File: src/rtl/z80_sys_pkg.sv
// Shared definitions for the Z80 system bus blocks: arbiter state encoding,
// default timing parameters and small arithmetic helpers.
package z80_sys_pkg;

    typedef enum logic [1:0] {
        ST_IDLE  = 2'd0,
        ST_REQ   = 2'd1,
        ST_GRANT = 2'd2,
        ST_DRAIN = 2'd3
    } arb_state_e;

    localparam int unsigned DEF_WAIT_STATES = 1;
    localparam int unsigned DEF_REQ_TIMEOUT = 255;

    function automatic logic [7:0] sat_inc8(input logic [7:0] value);
        logic [7:0] result;
        if (value == 8'hFF) begin
            result = 8'hFF;
        end else begin
            result = value + 8'd1;
        end
        return result;
    endfunction

endpackage

File: src/rtl/dma_wait_gen.sv
// Wait-state generator: a qualified rising strobe loads LOAD_VALUE into a
// down-counter; ready is low while the count is nonzero.
module dma_wait_gen #(
    parameter int unsigned LOAD_VALUE = 1
) (
    input  logic clk,
    input  logic rst_n,
    input  logic cen,
    input  logic strobe,
    input  logic inhibit,
    output logic ready,
    output logic done,
    output logic idle
);

    localparam logic [3:0] LOAD_CNT = LOAD_VALUE[3:0];

    logic [3:0] cnt_r;
    logic [3:0] cnt_next_s;
    logic       strobe_prev_r;
    logic       ready_r;
    logic       load_s;
    logic       done_s;

    // Next count: an active count runs down before a new strobe may reload it.
    always_comb begin
        cnt_next_s = cnt_r;
        done_s     = 1'b0;
        load_s     = strobe & ~strobe_prev_r & ~inhibit & (cnt_r == 4'd0);
        if (cnt_r != 4'd0) begin
            cnt_next_s = cnt_r - 4'd1;
            done_s     = (cnt_r == 4'd1);
        end else if (load_s) begin
            cnt_next_s = LOAD_CNT;
            done_s     = (LOAD_CNT == 4'd0);
        end else begin
            cnt_next_s = cnt_r;
        end
    end

    // Counter, edge-detect history and registered ready.
    always_ff @(posedge clk) begin
        if (!rst_n) begin
            cnt_r         <= 4'd0;
            strobe_prev_r <= 1'b0;
            ready_r       <= 1'b1;
        end else if (cen) begin
            cnt_r         <= cnt_next_s;
            strobe_prev_r <= strobe;
            ready_r       <= (cnt_next_s == 4'd0);
        end
    end

    assign ready = ready_r;
    assign done  = done_s & cen;
    assign idle  = (cnt_r == 4'd0);

endmodule

File: src/rtl/dma_bus_arbiter.sv
// Arbitrates the shared memory port between the Z80 CPU and a DMA master
// using the Z80 BUSREQ/BUSACK handshake, with wait states and a request timeout.
module dma_bus_arbiter
    import z80_sys_pkg::*;
#(
    parameter int unsigned WAIT_STATES = DEF_WAIT_STATES,
    parameter int unsigned REQ_TIMEOUT = DEF_REQ_TIMEOUT
) (
    input  logic        clk,
    input  logic        rst_n,
    input  logic        cen,
    input  logic        dma_busrq,
    output logic        dma_busack,
    output logic        dma_ready,
    input  logic        dma_memr,
    input  logic        dma_memw,
    input  logic [15:0] dma_addr,
    input  logic [7:0]  dma_wdata,
    output logic [7:0]  dma_rdata,
    output logic        cpu_busrq_n,
    input  logic        cpu_busack_n,
    input  logic [15:0] cpu_addr,
    input  logic [7:0]  cpu_wdata,
    input  logic        cpu_rd,
    input  logic        cpu_wr,
    output logic [15:0] mem_addr,
    output logic [7:0]  mem_wdata,
    output logic        mem_rd,
    output logic        mem_wr,
    input  logic [7:0]  mem_rdata,
    output logic        dma_owner,
    output logic        timeout_err
);

    localparam logic [7:0] TIMEOUT_CNT = REQ_TIMEOUT[7:0];

    arb_state_e state_r;
    arb_state_e state_next_s;
    logic       busrq_n_r;
    logic       busrq_n_next_s;
    logic       busack_r;
    logic       busack_next_s;
    logic       owner_r;
    logic       owner_next_s;
    logic       err_r;
    logic       err_next_s;
    logic [7:0] req_cnt_r;
    logic [7:0] req_cnt_next_s;
    logic [7:0] rdata_r;
    logic       both_s;
    logic       wait_strobe_s;
    logic       wait_ready_s;
    logic       wait_done_s;
    logic       wait_idle_s;

    assign both_s        = dma_memr & dma_memw;
    assign wait_strobe_s = (state_r == ST_GRANT) & (dma_memr | dma_memw);

    dma_wait_gen #(
        .LOAD_VALUE (WAIT_STATES)
    ) u_wait_gen (
        .clk     (clk),
        .rst_n   (rst_n),
        .cen     (cen),
        .strobe  (wait_strobe_s),
        .inhibit (both_s),
        .ready   (wait_ready_s),
        .done    (wait_done_s),
        .idle    (wait_idle_s)
    );

    // Next-state and next-output logic of the bus handshake FSM.
    always_comb begin
        state_next_s   = state_r;
        busrq_n_next_s = busrq_n_r;
        busack_next_s  = busack_r;
        err_next_s     = err_r;
        req_cnt_next_s = 8'd0;
        case (state_r)
            ST_IDLE: begin
                if (dma_busrq) begin
                    state_next_s   = ST_REQ;
                    busrq_n_next_s = 1'b0;
                    err_next_s     = 1'b0;
                end else begin
                    state_next_s = ST_IDLE;
                end
            end
            ST_REQ: begin
                if (!cpu_busack_n) begin
                    state_next_s  = ST_GRANT;
                    busack_next_s = 1'b1;
                end else if (!dma_busrq) begin
                    state_next_s   = ST_IDLE;
                    busrq_n_next_s = 1'b1;
                end else begin
                    req_cnt_next_s = sat_inc8(req_cnt_r);
                    if (req_cnt_next_s >= TIMEOUT_CNT) begin
                        err_next_s = 1'b1;
                    end else begin
                        err_next_s = err_r;
                    end
                end
            end
            ST_GRANT: begin
                if (!dma_busrq) begin
                    state_next_s  = ST_DRAIN;
                    busack_next_s = 1'b0;
                end else begin
                    state_next_s = ST_GRANT;
                end
            end
            ST_DRAIN: begin
                // Hold the bus until the DMA strobe and any pending wait states finish.
                if (!dma_memr && !dma_memw && wait_idle_s) begin
                    state_next_s   = ST_IDLE;
                    busrq_n_next_s = 1'b1;
                end else begin
                    state_next_s = ST_DRAIN;
                end
            end
            default: begin
                state_next_s   = ST_IDLE;
                busrq_n_next_s = 1'b1;
                busack_next_s  = 1'b0;
            end
        endcase
        owner_next_s = (state_next_s == ST_GRANT) || (state_next_s == ST_DRAIN);
    end

    // FSM state and registered handshake outputs.
    always_ff @(posedge clk) begin
        if (!rst_n) begin
            state_r   <= ST_IDLE;
            busrq_n_r <= 1'b1;
            busack_r  <= 1'b0;
            owner_r   <= 1'b0;
            err_r     <= 1'b0;
            req_cnt_r <= 8'd0;
        end else if (cen) begin
            state_r   <= state_next_s;
            busrq_n_r <= busrq_n_next_s;
            busack_r  <= busack_next_s;
            owner_r   <= owner_next_s;
            err_r     <= err_next_s;
            req_cnt_r <= req_cnt_next_s;
        end
    end

    // Capture read data on the edge that completes a DMA read strobe.
    always_ff @(posedge clk) begin
        if (!rst_n) begin
            rdata_r <= 8'd0;
        end else if (wait_done_s && dma_memr && !dma_memw) begin
            rdata_r <= mem_rdata;
        end
    end

    // Shared memory port mux; conflicting DMA strobes are suppressed.
    always_comb begin
        mem_addr  = cpu_addr;
        mem_wdata = cpu_wdata;
        mem_rd    = cpu_rd;
        mem_wr    = cpu_wr;
        if (owner_r) begin
            mem_addr  = dma_addr;
            mem_wdata = dma_wdata;
            mem_rd    = dma_memr & ~both_s;
            mem_wr    = dma_memw & ~both_s;
        end else begin
            mem_addr  = cpu_addr;
            mem_wdata = cpu_wdata;
            mem_rd    = cpu_rd;
            mem_wr    = cpu_wr;
        end
    end

    assign dma_busack  = busack_r;
    assign dma_ready   = wait_ready_s;
    assign dma_rdata   = rdata_r;
    assign cpu_busrq_n = busrq_n_r;
    assign dma_owner   = owner_r;
    assign timeout_err = err_r;

endmodule

File: config.mk
export PLATFORM = sky130hd
export DESIGN_NAME = dma_bus_arbiter
export DESIGN_NICKNAME = d
export VERILOG_FILES = /design/src/rtl/z80_sys_pkg.sv /design/src/rtl/dma_wait_gen.sv /design/src/rtl/dma_bus_arbiter.sv
export SDC_FILE = /design/constraint.sdc
export NUM_CORES = 1
export LEC_CHECK = 0
export CAP_MARGIN = 20
export CORE_AREA = 5 5 91 59
export CTS_CLUSTER_DIAMETER = 120
export DETAILED_ROUTE_END_ITERATION = 6
export DIE_AREA = 0 0 96 64
export MAX_ROUTING_LAYER = met4
export PLACE_DENSITY = 0.92
export SLEW_MARGIN = 20
export SYNTH_ARGS = -nofsm -noshare
export SYNTH_HDL_FRONTEND = slang
export SYNTH_SLANG_ARGS = --single-unit
File: constraint.sdc
create_clock -name clk -period 4.1 [get_ports clk]
set_input_delay 1.23 -clock clk [delete_from_list [all_inputs] [get_ports clk]]
set_output_delay 1.23 -clock clk [all_outputs]
set_load 0.01 [all_outputs]
# --- After elaboration in Yosys (flattened, before gate mapping) ---
# Index checks and enable logic that the tools add are counted.
word_totals:
  ff_bits: 28
  elab_cells: 88
op_classes:
  add_sub_neg: 2
  n_lt_le_gt_ge: 1
  n_eq_ne: 15
  n_mux: 32
  n_bitwise: 11
  reduce_logical: 17
ops:
  columns: ["op", "count"]
  rows:
  - ["two-way mux 8 bit", 8]
  - ["two-way mux 16 bit", 1]
  - ["!= test 2 bit (second input constant)", 8]
  - ["two-way mux 1 bit", 14]
  - ["AND reduction 6 bit", 2]
  - ["adder 8 x 1 -> 8 bit (second input constant)", 1]
  - ["bitwise AND 1 bit", 8]
  - ["equality test 2 bit (second input constant)", 4]
  - ["equality test 8 bit (second input constant)", 1]
  - ["greater-or-equal comparator 8 bit (second input constant)", 1]
  - ["logical NOT 4 bit", 2]
  - ["two-way mux 4 bit", 2]
  - ["case mux 2 bit (4 select lines)", 1]
  - ["two-way mux 2 bit", 3]
  - ["equality test 4 x 1 -> 1 bit (second input constant)", 1]
  - ["logical AND 1 bit", 4]
  - ["case mux 1 bit (2 select lines)", 2]
  - ["AND reduction 4 bit", 1]
  - ["nonzero test 2 bit", 2]
  - ["nonzero test 4 bit", 1]
  - ["subtractor 4 x 1 -> 4 bit (second input constant)", 1]
  - ["case mux 1 bit (3 select lines)", 1]
  - ["nonzero test 3 bit", 1]
  - ["equality test 2 x 1 -> 1 bit (second input constant)", 1]
  - ["other kinds (5)", 7]

# --- Depth between registers and ports, before layout ---
# Gate-level depths: netlist (run 1).
depth:
  depth_word: 10
  mapped_depth: 6
  mapped_depth_nobuf: 6

# --- Cells and area by module ---
# From an unflattened synthesis (run 1), not the netlist that was laid out.
hier_totals:
  hier_cells: 213
  hier_area_um2: 1794.2
modules_own_cells:
  columns: ["module", "n_inst", "cells_each", "area_per_inst_um2"]
  rows:
  - ["dma_bus_arbiter", 1, 168, 1420.1]
  - ["dma_wait_gen", 1, 45, 374.1]

# --- Least setup slack after synthesis (run 1) ---
# OpenSTA, ideal clock, no wires.
synth_path:
  path_type: "input port to output port"
  start: "input dma_memr"
  end: "output mem_rd"
  arrival_time_ns: 1.641
  t_required_ns: 2.870
  setup_slack_ns: 1.229
  stages: 2
  n_path_buf: 0
  cell_sequence: "nor2b_1 -> mux2_2"
synth_between:
  elab_chain_len: 4
synth_lines:
  columns: ["item", "line_no", "rtl"]
  rows:
  - ["from (decl)", "dma_bus_arbiter.sv:15", "input logic dma_memr,"]
  - ["bitwise AND 1 bit", "dma_bus_arbiter.sv:56", "assign both_s = dma_memr & dma_memw;"]
  - ["inverter 1 bit", "dma_bus_arbiter.sv:168", "mem_rd = dma_memr & ~both_s;"]
  - ["bitwise AND 1 bit *", "dma_bus_arbiter.sv:168", null]
  - ["two-way mux 1 bit *", "dma_bus_arbiter.sv:165", "if (owner_r) begin"]
  - ["to (decl)", "dma_bus_arbiter.sv:28", "output logic mem_rd,"]
# Mark *: on every way between the ends. The rest lies on a longest branch, timed or not.

# --- Final worst setup path (run 1) ---
# Same ends and word-level chain as after synthesis.

==> out/summary.txt, run 1 <==
status -> finished clean
global-route wire length before repair -> 8.33 mm
post-route ant nets -> 0
# nets final -> 365
Port Buffers -> 103
HPWL reported at the end of detailed placement -> 4.46 mm
fin util -> 0.658
Iter 0 DRT Violations -> 106
Starting Density -> 0.399
DR DRC count -> 0
leakage -> 0.00109 uW
CTS tree -> yes
min-delay src -> timeout_err
clk_skew -> 0.00518 ns
clock buffer depth -> 2
max_cap viols -> 0
ys flop type -> dfxtp_1
gr ovfl total -> 0
Yosys reg bits -> 27
Crit. End Element -> output pin
Max Slew Vio Count -> 0
synth warn -> 0
Worst Hold Class -> reg -> reg
Syn Nets -> 263
Setup violations, final -> 0
relative slew slack -> 0.681
Synth top area share -> 0.306
Top Ports -> 104
PwrDens -> 289 nW/um^2
largest cells by area after synthesis -> dfxtp_1 (31%), mux2_2 (16%), mux2i_1 (6.2%)
asr flop ratio synth -> 0
Reg2Reg Launch Point -> u_wait_gen.cnt_r[0]
Startpoint Class -> input pin
maximum vdd ir drop -> 0.000162 V
setup bufs post-CTS -> 0
Unique masters post-synth -> 44
final critical-path required period -> 3.91 ns
commonest cells after routing, fill and taps aside -> clkdlybuf4s50_1 (103), dfxtp_1 (27), mux2_2 (25), nor2b_1 (16), o21ai_0 (14)
num rows -> 19
maximum number of pins on one net before global-route repair -> 39
Pre-Repair DR Iteration Count -> 4
Worst-Margin Slew -> 0.478 ns
internal reg-to-reg setup slack -> 2.32 ns
design area -> 2910 sq um
Final Total Pwr -> 840 uW
Arr. time, crit path -> 2.68 ns
Final Hold Fails -> 0
TritonCTS buffer count -> 3
Die Ht -> 64 microns
Die Wd -> 96 microns
Period Utilization, post-route -> 0.953
Avg Vias per Cell -> 5.10
H-tree depth -> 1
dpl ws -> 0.183 ns
fraction of layout cells with a size suffix above 1 -> 0.139
most common cell after layout, fill and taps aside -> clkdlybuf4s50_1
CP startpoint -> dma_memr
# hold bufs at CTS -> 0
Clock Latency Late Sink -> 0.27 ns
Mean Syn Cell Area -> 9.05 sq um
FMAX -> 256 MHz
clk root buf -> clkbuf_8
unrepaired setup endpoints after global routing -> false
Final Wtd Congestion -> 0.872
CORE AREA -> 4420 sq um
Clock Pin Slew Worst Setup and Hold Paths -> 0.09 ns
CP Class -> in -> out
DR vias -> 1,832
Seq/Total Area, Yosys -> 0.306
Setup TNS Final -> 0 ns
worst path required time -> 2.87 ns
Die ar. -> 6140 sq um
Clock Sinks -> 27
post-synth top area cell -> dfxtp_1
DR WL/cell -> 14.9 microns
Post-synth EDFFs -> 0
synthesis-to-layout area growth -> 64.8%
Cells after Synth -> 195
Cell Area, Placed -> 2860 sq um
Total Routing Usage GR -> 0.176
number of global-route vias before repair -> 1,758
post-synth design cell area -> 1760 sq um
antenna violations before repair -> 0
post-cts sizing count -> 0
n_diodes -> 0
Crit Path Max Fanout -> 5
Routed WL -> 5.36 mm
worst setup margin -> 0.191 ns
## cells by family (layout without fill, tap and decap cells)
family / Yosys count / count (layout) / share of synthesized area
AOI/OAI and AO/OA: 43 / 43 / 0.167
xor gates and xnor gates: 3 / 3 / 0.0149
adders and majority gates: 3 / 3 / 0.0213
buffers and inverters: 17 / 118 / 0.0390
DFF: 27 / 27 / 0.306
muxes: 36 / 36 / 0.222
and+or+nand+nor: 66 / 66 / 0.230
## cell type report
class                           count  area, sq um
Clock inverter                      1         5.00
Timing Repair Buffer              107         1060
Fill cell                         352         1510
Sequential cell                    27          541
Inverter                            7         26.3
Multi-Input combinational cell    151         1150
Tap cell                           63         78.8
Clock buffer                        3         41.3
## registers in the layout, summed over array words and instances, names as in the netlist
signal	cells
u_wait_gen.strobe_prev_r	1
dma_rdata	8
cpu_busrq_n	1
u_wait_gen.cnt_r	4
timeout_err	1
req_cnt_r	8
state_r	2
u_wait_gen.ready	1
dma_busack	1
## synthesized netlist by cell type (all sizes together) (2+ instances only)
| library cell | number |
|---|---|
| a21oi | 6 |
| mux2 | 25 |
| a22oi | 2 |
| a21boi | 8 |
| inv | 7 |
| buf | 4 |
| and3 | 2 |
| o21ai | 14 |
| dfxtp | 27 |
| nor2b | 16 |
| nor3 | 5 |
| nand4b | 2 |
| nand4 | 3 |
| nor2 | 9 |
| ha | 3 |
| o22ai | 2 |
| clkbuf | 6 |
| mux2i | 11 |
| xnor2 | 2 |
| nor3b | 4 |
| nand3b | 3 |
| nand3 | 7 |
| nand2 | 9 |
## worst max-delay path, stage by stage
cell and delay [ns]:
clkdlybuf4s50_1 0.56, nor2b_1 0.19, mux2_2 0.17, clkdlybuf4s50_1 0.53
## path summary, 6_finish.rpt
path              cells after the start           to
hold / removal                        2  timeout_err
hold reg to reg                       2  timeout_err
setup / recovery                      4       mem_rd
setup reg to reg                      6   state_r[1]
## power breakdown
part	total (uW)	leakage, uW	switching, uW	internal (uW)
clock network	151	0.0000255	82.8	68.1
logic	384	0.000849	163	221
registers	305	0.000219	20.4	285
total	840	0.00109	266	574
## through the flow
stage,hold WS [ns],cells
3_5_place_dp,0.474,355
5_1_grt,0.517,359
4_1_cts,0.502,359
3_3_place_gp,0.457,355
2_1_floorplan,0.450,195
6_report,0.502,359
## per-layer routing
metal | up-vias | wire length (microns) | part of all wire | GRT usage
met5 | - | 0 | 0 | -
met4 | 0 | 53 | 0.0099 | 0.0284
met2 | 90 | 2380 | 0.44 | 0.276
met1 | 824 | 2370 | 0.44 | 0.220
met3 | 6 | 554 | 0.10 | 0.0645
li1 | 912 | - | - | -
(Power assumes the default switching activity.)
==> inputs of run 2 (changes only) <==
--- a/config.mk
+++ b/config.mk
@@ -7,8 +7,8 @@
 export LEC_CHECK = 0
 export CAP_MARGIN = 20
-export CORE_AREA = 5 5 91 59
+export CORE_AREA = 2 2 88 56
 export CTS_CLUSTER_DIAMETER = 120
 export DETAILED_ROUTE_END_ITERATION = 6
-export DIE_AREA = 0 0 96 64
+export DIE_AREA = 0 0 90 58
 export MAX_ROUTING_LAYER = met4
 export PLACE_DENSITY = 0.92
==> constraint.sdc (replaced) <==
create_clock -name clk -period 4.1 [get_ports clk]
set_input_delay 1.23 -clock clk [delete_from_list [all_inputs] [get_ports clk]]
set_output_delay 1.23 -clock clk [all_outputs]
set_load 0.05 [all_outputs]
==> run 2 against run 1 <==
Effect of this change:
- cell count shrank 0.28%
- flip-flop and latch count unchanged
- register-to-register slack lost 0.02 ns
- clock skew is 0.0011 ns higher
- via count decreased by 0.44%
- non-clock buffer count down 1
- worst setup slack gained 0.25 ns
- wire length is 6.2% lower
- total power grew 10%
- largest cell class unchanged
- highest routed layer unchanged
==> out/summary.txt, run 2 (synthesis results as in run 1) <==
Final Hold Fails -> 0 (unchanged)
# hold bufs at CTS -> 0 (unchanged)
Pre-Repair DR Iteration Count -> 5 (+1)
relative slew slack -> 0.650 (-0.0310)
Clock Latency Late Sink -> 0.28 ns (about the same)
Avg Vias per Cell -> 5.09 (-0.16%)
final critical-path required period -> 3.66 ns (-0.251 ns)
Final Wtd Congestion -> 0.878 (+0.67%)
num rows -> 19 (unchanged)
gr ovfl total -> 0 (unchanged)
clk root buf -> clkbuf_8
Crit. End Element -> output pin
Post-Layout Cell Count -> 358 (-0.28%)
Die ar. -> 5220 sq um (-15%)
global-route wire length before repair -> 7.91 mm (-5.0%)
WP buf/inv -> 2 (unchanged)
Port Buffers -> 103 (unchanged)
Max Slew Vio Count -> 0 (unchanged)
CORE AREA -> 4420 sq um (unchanged)
worst path required time -> 2.87 ns (about the same)
Total Routing Usage GR -> 0.194 (+0.0180)
H-tree depth -> 1 (unchanged)
CP Class -> in -> out
most common cell after layout, fill and taps aside -> clkdlybuf4s50_1
HPWL reported at the end of detailed placement -> 4.14 mm (-7.0%)
post-cts sizing count -> 0 (unchanged)
Crit Path Max Fanout -> 5 (unchanged)
DR WL/cell -> 14.0 microns (-5.9%)
antenna violations before repair -> 0 (unchanged)
synthesis-to-layout area growth -> 62.3%
Iter 0 DRT Violations -> 116 (+9.4%)
Crit-path slowest cell -> clkdlybuf4s50_1
Die Ht -> 58 microns (-9.4%)
clk_skew -> 0.00628 ns (+0.00109 ns)
commonest cells after routing, fill and taps aside -> clkdlybuf4s50_1 (77), dfxtp_1 (27), buf_4 (27), mux2_2 (25), nor2b_1 (16)
# nets final -> 364 (-0.27%)
TritonCTS buffer count -> 3 (unchanged)
Clock Sinks -> 27 (unchanged)
Worst Hold Class -> reg -> reg
setup bufs post-CTS -> 0 (unchanged)
Routed WL -> 5.03 mm (-6.2%)
leakage -> 0.00112 uW (+2.1%)
Period Utilization, post-route -> 0.892 (-0.0613)
max_cap viols -> 0 (unchanged)
DR vias -> 1,824 (-0.44%)
Die Wd -> 90 microns (-6.3%)
Startpoint Class -> input pin
Setup violations, final -> 0 (unchanged)
worst setup margin -> 0.442 ns (+0.251 ns)
fraction of layout cells with a size suffix above 1 -> 0.224 (+0.0852)
status -> finished clean
unrepaired setup endpoints after global routing -> false
post-route ant nets -> 0 (unchanged)
cells along the critical path -> clkdlybuf4s50_1 -> nor2b_1 -> mux2_2 -> buf_12
clock buffer depth -> 2 (unchanged)
area occupied by multi-input gates -> 1150 sq um (unchanged)
dpl ws -> 0.432 ns (+0.249 ns)
maximum number of pins on one net before global-route repair -> 38 (-2.6%)
number of global-route vias before repair -> 1,640 (-6.7%)
number of fill cells -> 348 (-1.1%)
Worst path max stage delay -> 0.55 ns (about the same)
maximum vdd ir drop -> 0.000164 V (+1.7%)
n_diodes -> 0 (unchanged)
fin util -> 0.647 (-0.0102)
Clock Pin Slew Worst Setup and Hold Paths -> 0.09 ns (about the same)
Top Ports -> 104 (unchanged)
Worst path top cell family by delay -> buffers and inverters
placed cell count -> 354 (-0.28%)
Register Area -> 541 sq um (unchanged)
PwrDens -> 324 nW/um^2 (+12%)
Worst-Margin Slew -> 0.524 ns (+0.0464 ns)
Arr. time, crit path -> 2.43 ns (-0.25 ns)
DR DRC count -> 0 (unchanged)
CTS tree -> yes
FMAX -> 273 MHz (+6.9%)
Final Total Pwr -> 928 uW (+10%)
Setup TNS Final -> 0 ns (unchanged)
Starting Density -> 0.399 (unchanged)
==> run 2: cell count changes in the layout (fill, tap and decap cells not counted), sizes merged <==
cell | before | now
clkinv | 1 | 0
clkdlybuf4s50 | 103 | 77
clkinvlp | 0 | 1
buf | 4 | 29
==> run 2: per-layer routing <==
layer / GRT usage / up-vias / wire length (microns) / part of all wire
li1: - / 914 / - / -
met1: 0.250 / 818 / 2240 / 0.45
met2: 0.308 / 88 / 2320 / 0.46
met3: 0.0689 / 4 / 447 / 0.089
met4: 0.0198 / 0 / 19 / 0.0038
met5: - / - / 0 / 0
==> run 2: stage by stage <==
stage / hold slack (ns) / cell area, sq um
floorplan: 0.450 / 1760
global placement: 0.459 / 2810
detailed placement: 0.470 / 2810
CTS: 0.484 / 2860
global route: 0.511 / 2860
finish: 0.486 / 2860
==> run 2: layout make-up <==
class,count,area share
clock inverter,1,0.00262
tap,63,0.0275
multi-input combinational,151,0.403
sequential,27,0.189
timing repair buffer,106,0.354
inverter,7,0.00918
clock buffer,3,0.0144
==> run 2: final timing paths <==
kind / start / end / slack [ns] / cells past startpoint
worst max register to register: u_wait_gen.cnt_r[0] / state_r[1] / 2.30 / 6
worst min register to register: u_wait_gen.strobe_prev_r / u_wait_gen.strobe_prev_r / 0.49 / 2
worst max-delay path: dma_memr / mem_rd / 0.44 / 4
worst min-delay path: u_wait_gen.strobe_prev_r / u_wait_gen.strobe_prev_r / 0.49 / 2
==> run 2: where the power goes <==
group | internal, uW | leakage (uW) | switching (uW)
sequential | 285 | 0.000219 | 21.0
combinational | 217 | 0.000876 | 250
clock | 69.2 | 0.0000217 | 86.2
total | 571 | 0.00112 | 357
==> run 2: worst min-delay path: stages, from the launching register on <==
cell and delay (ns):
dfxtp_1 0.32, nand2_1 0.06, a21boi_0 0.07
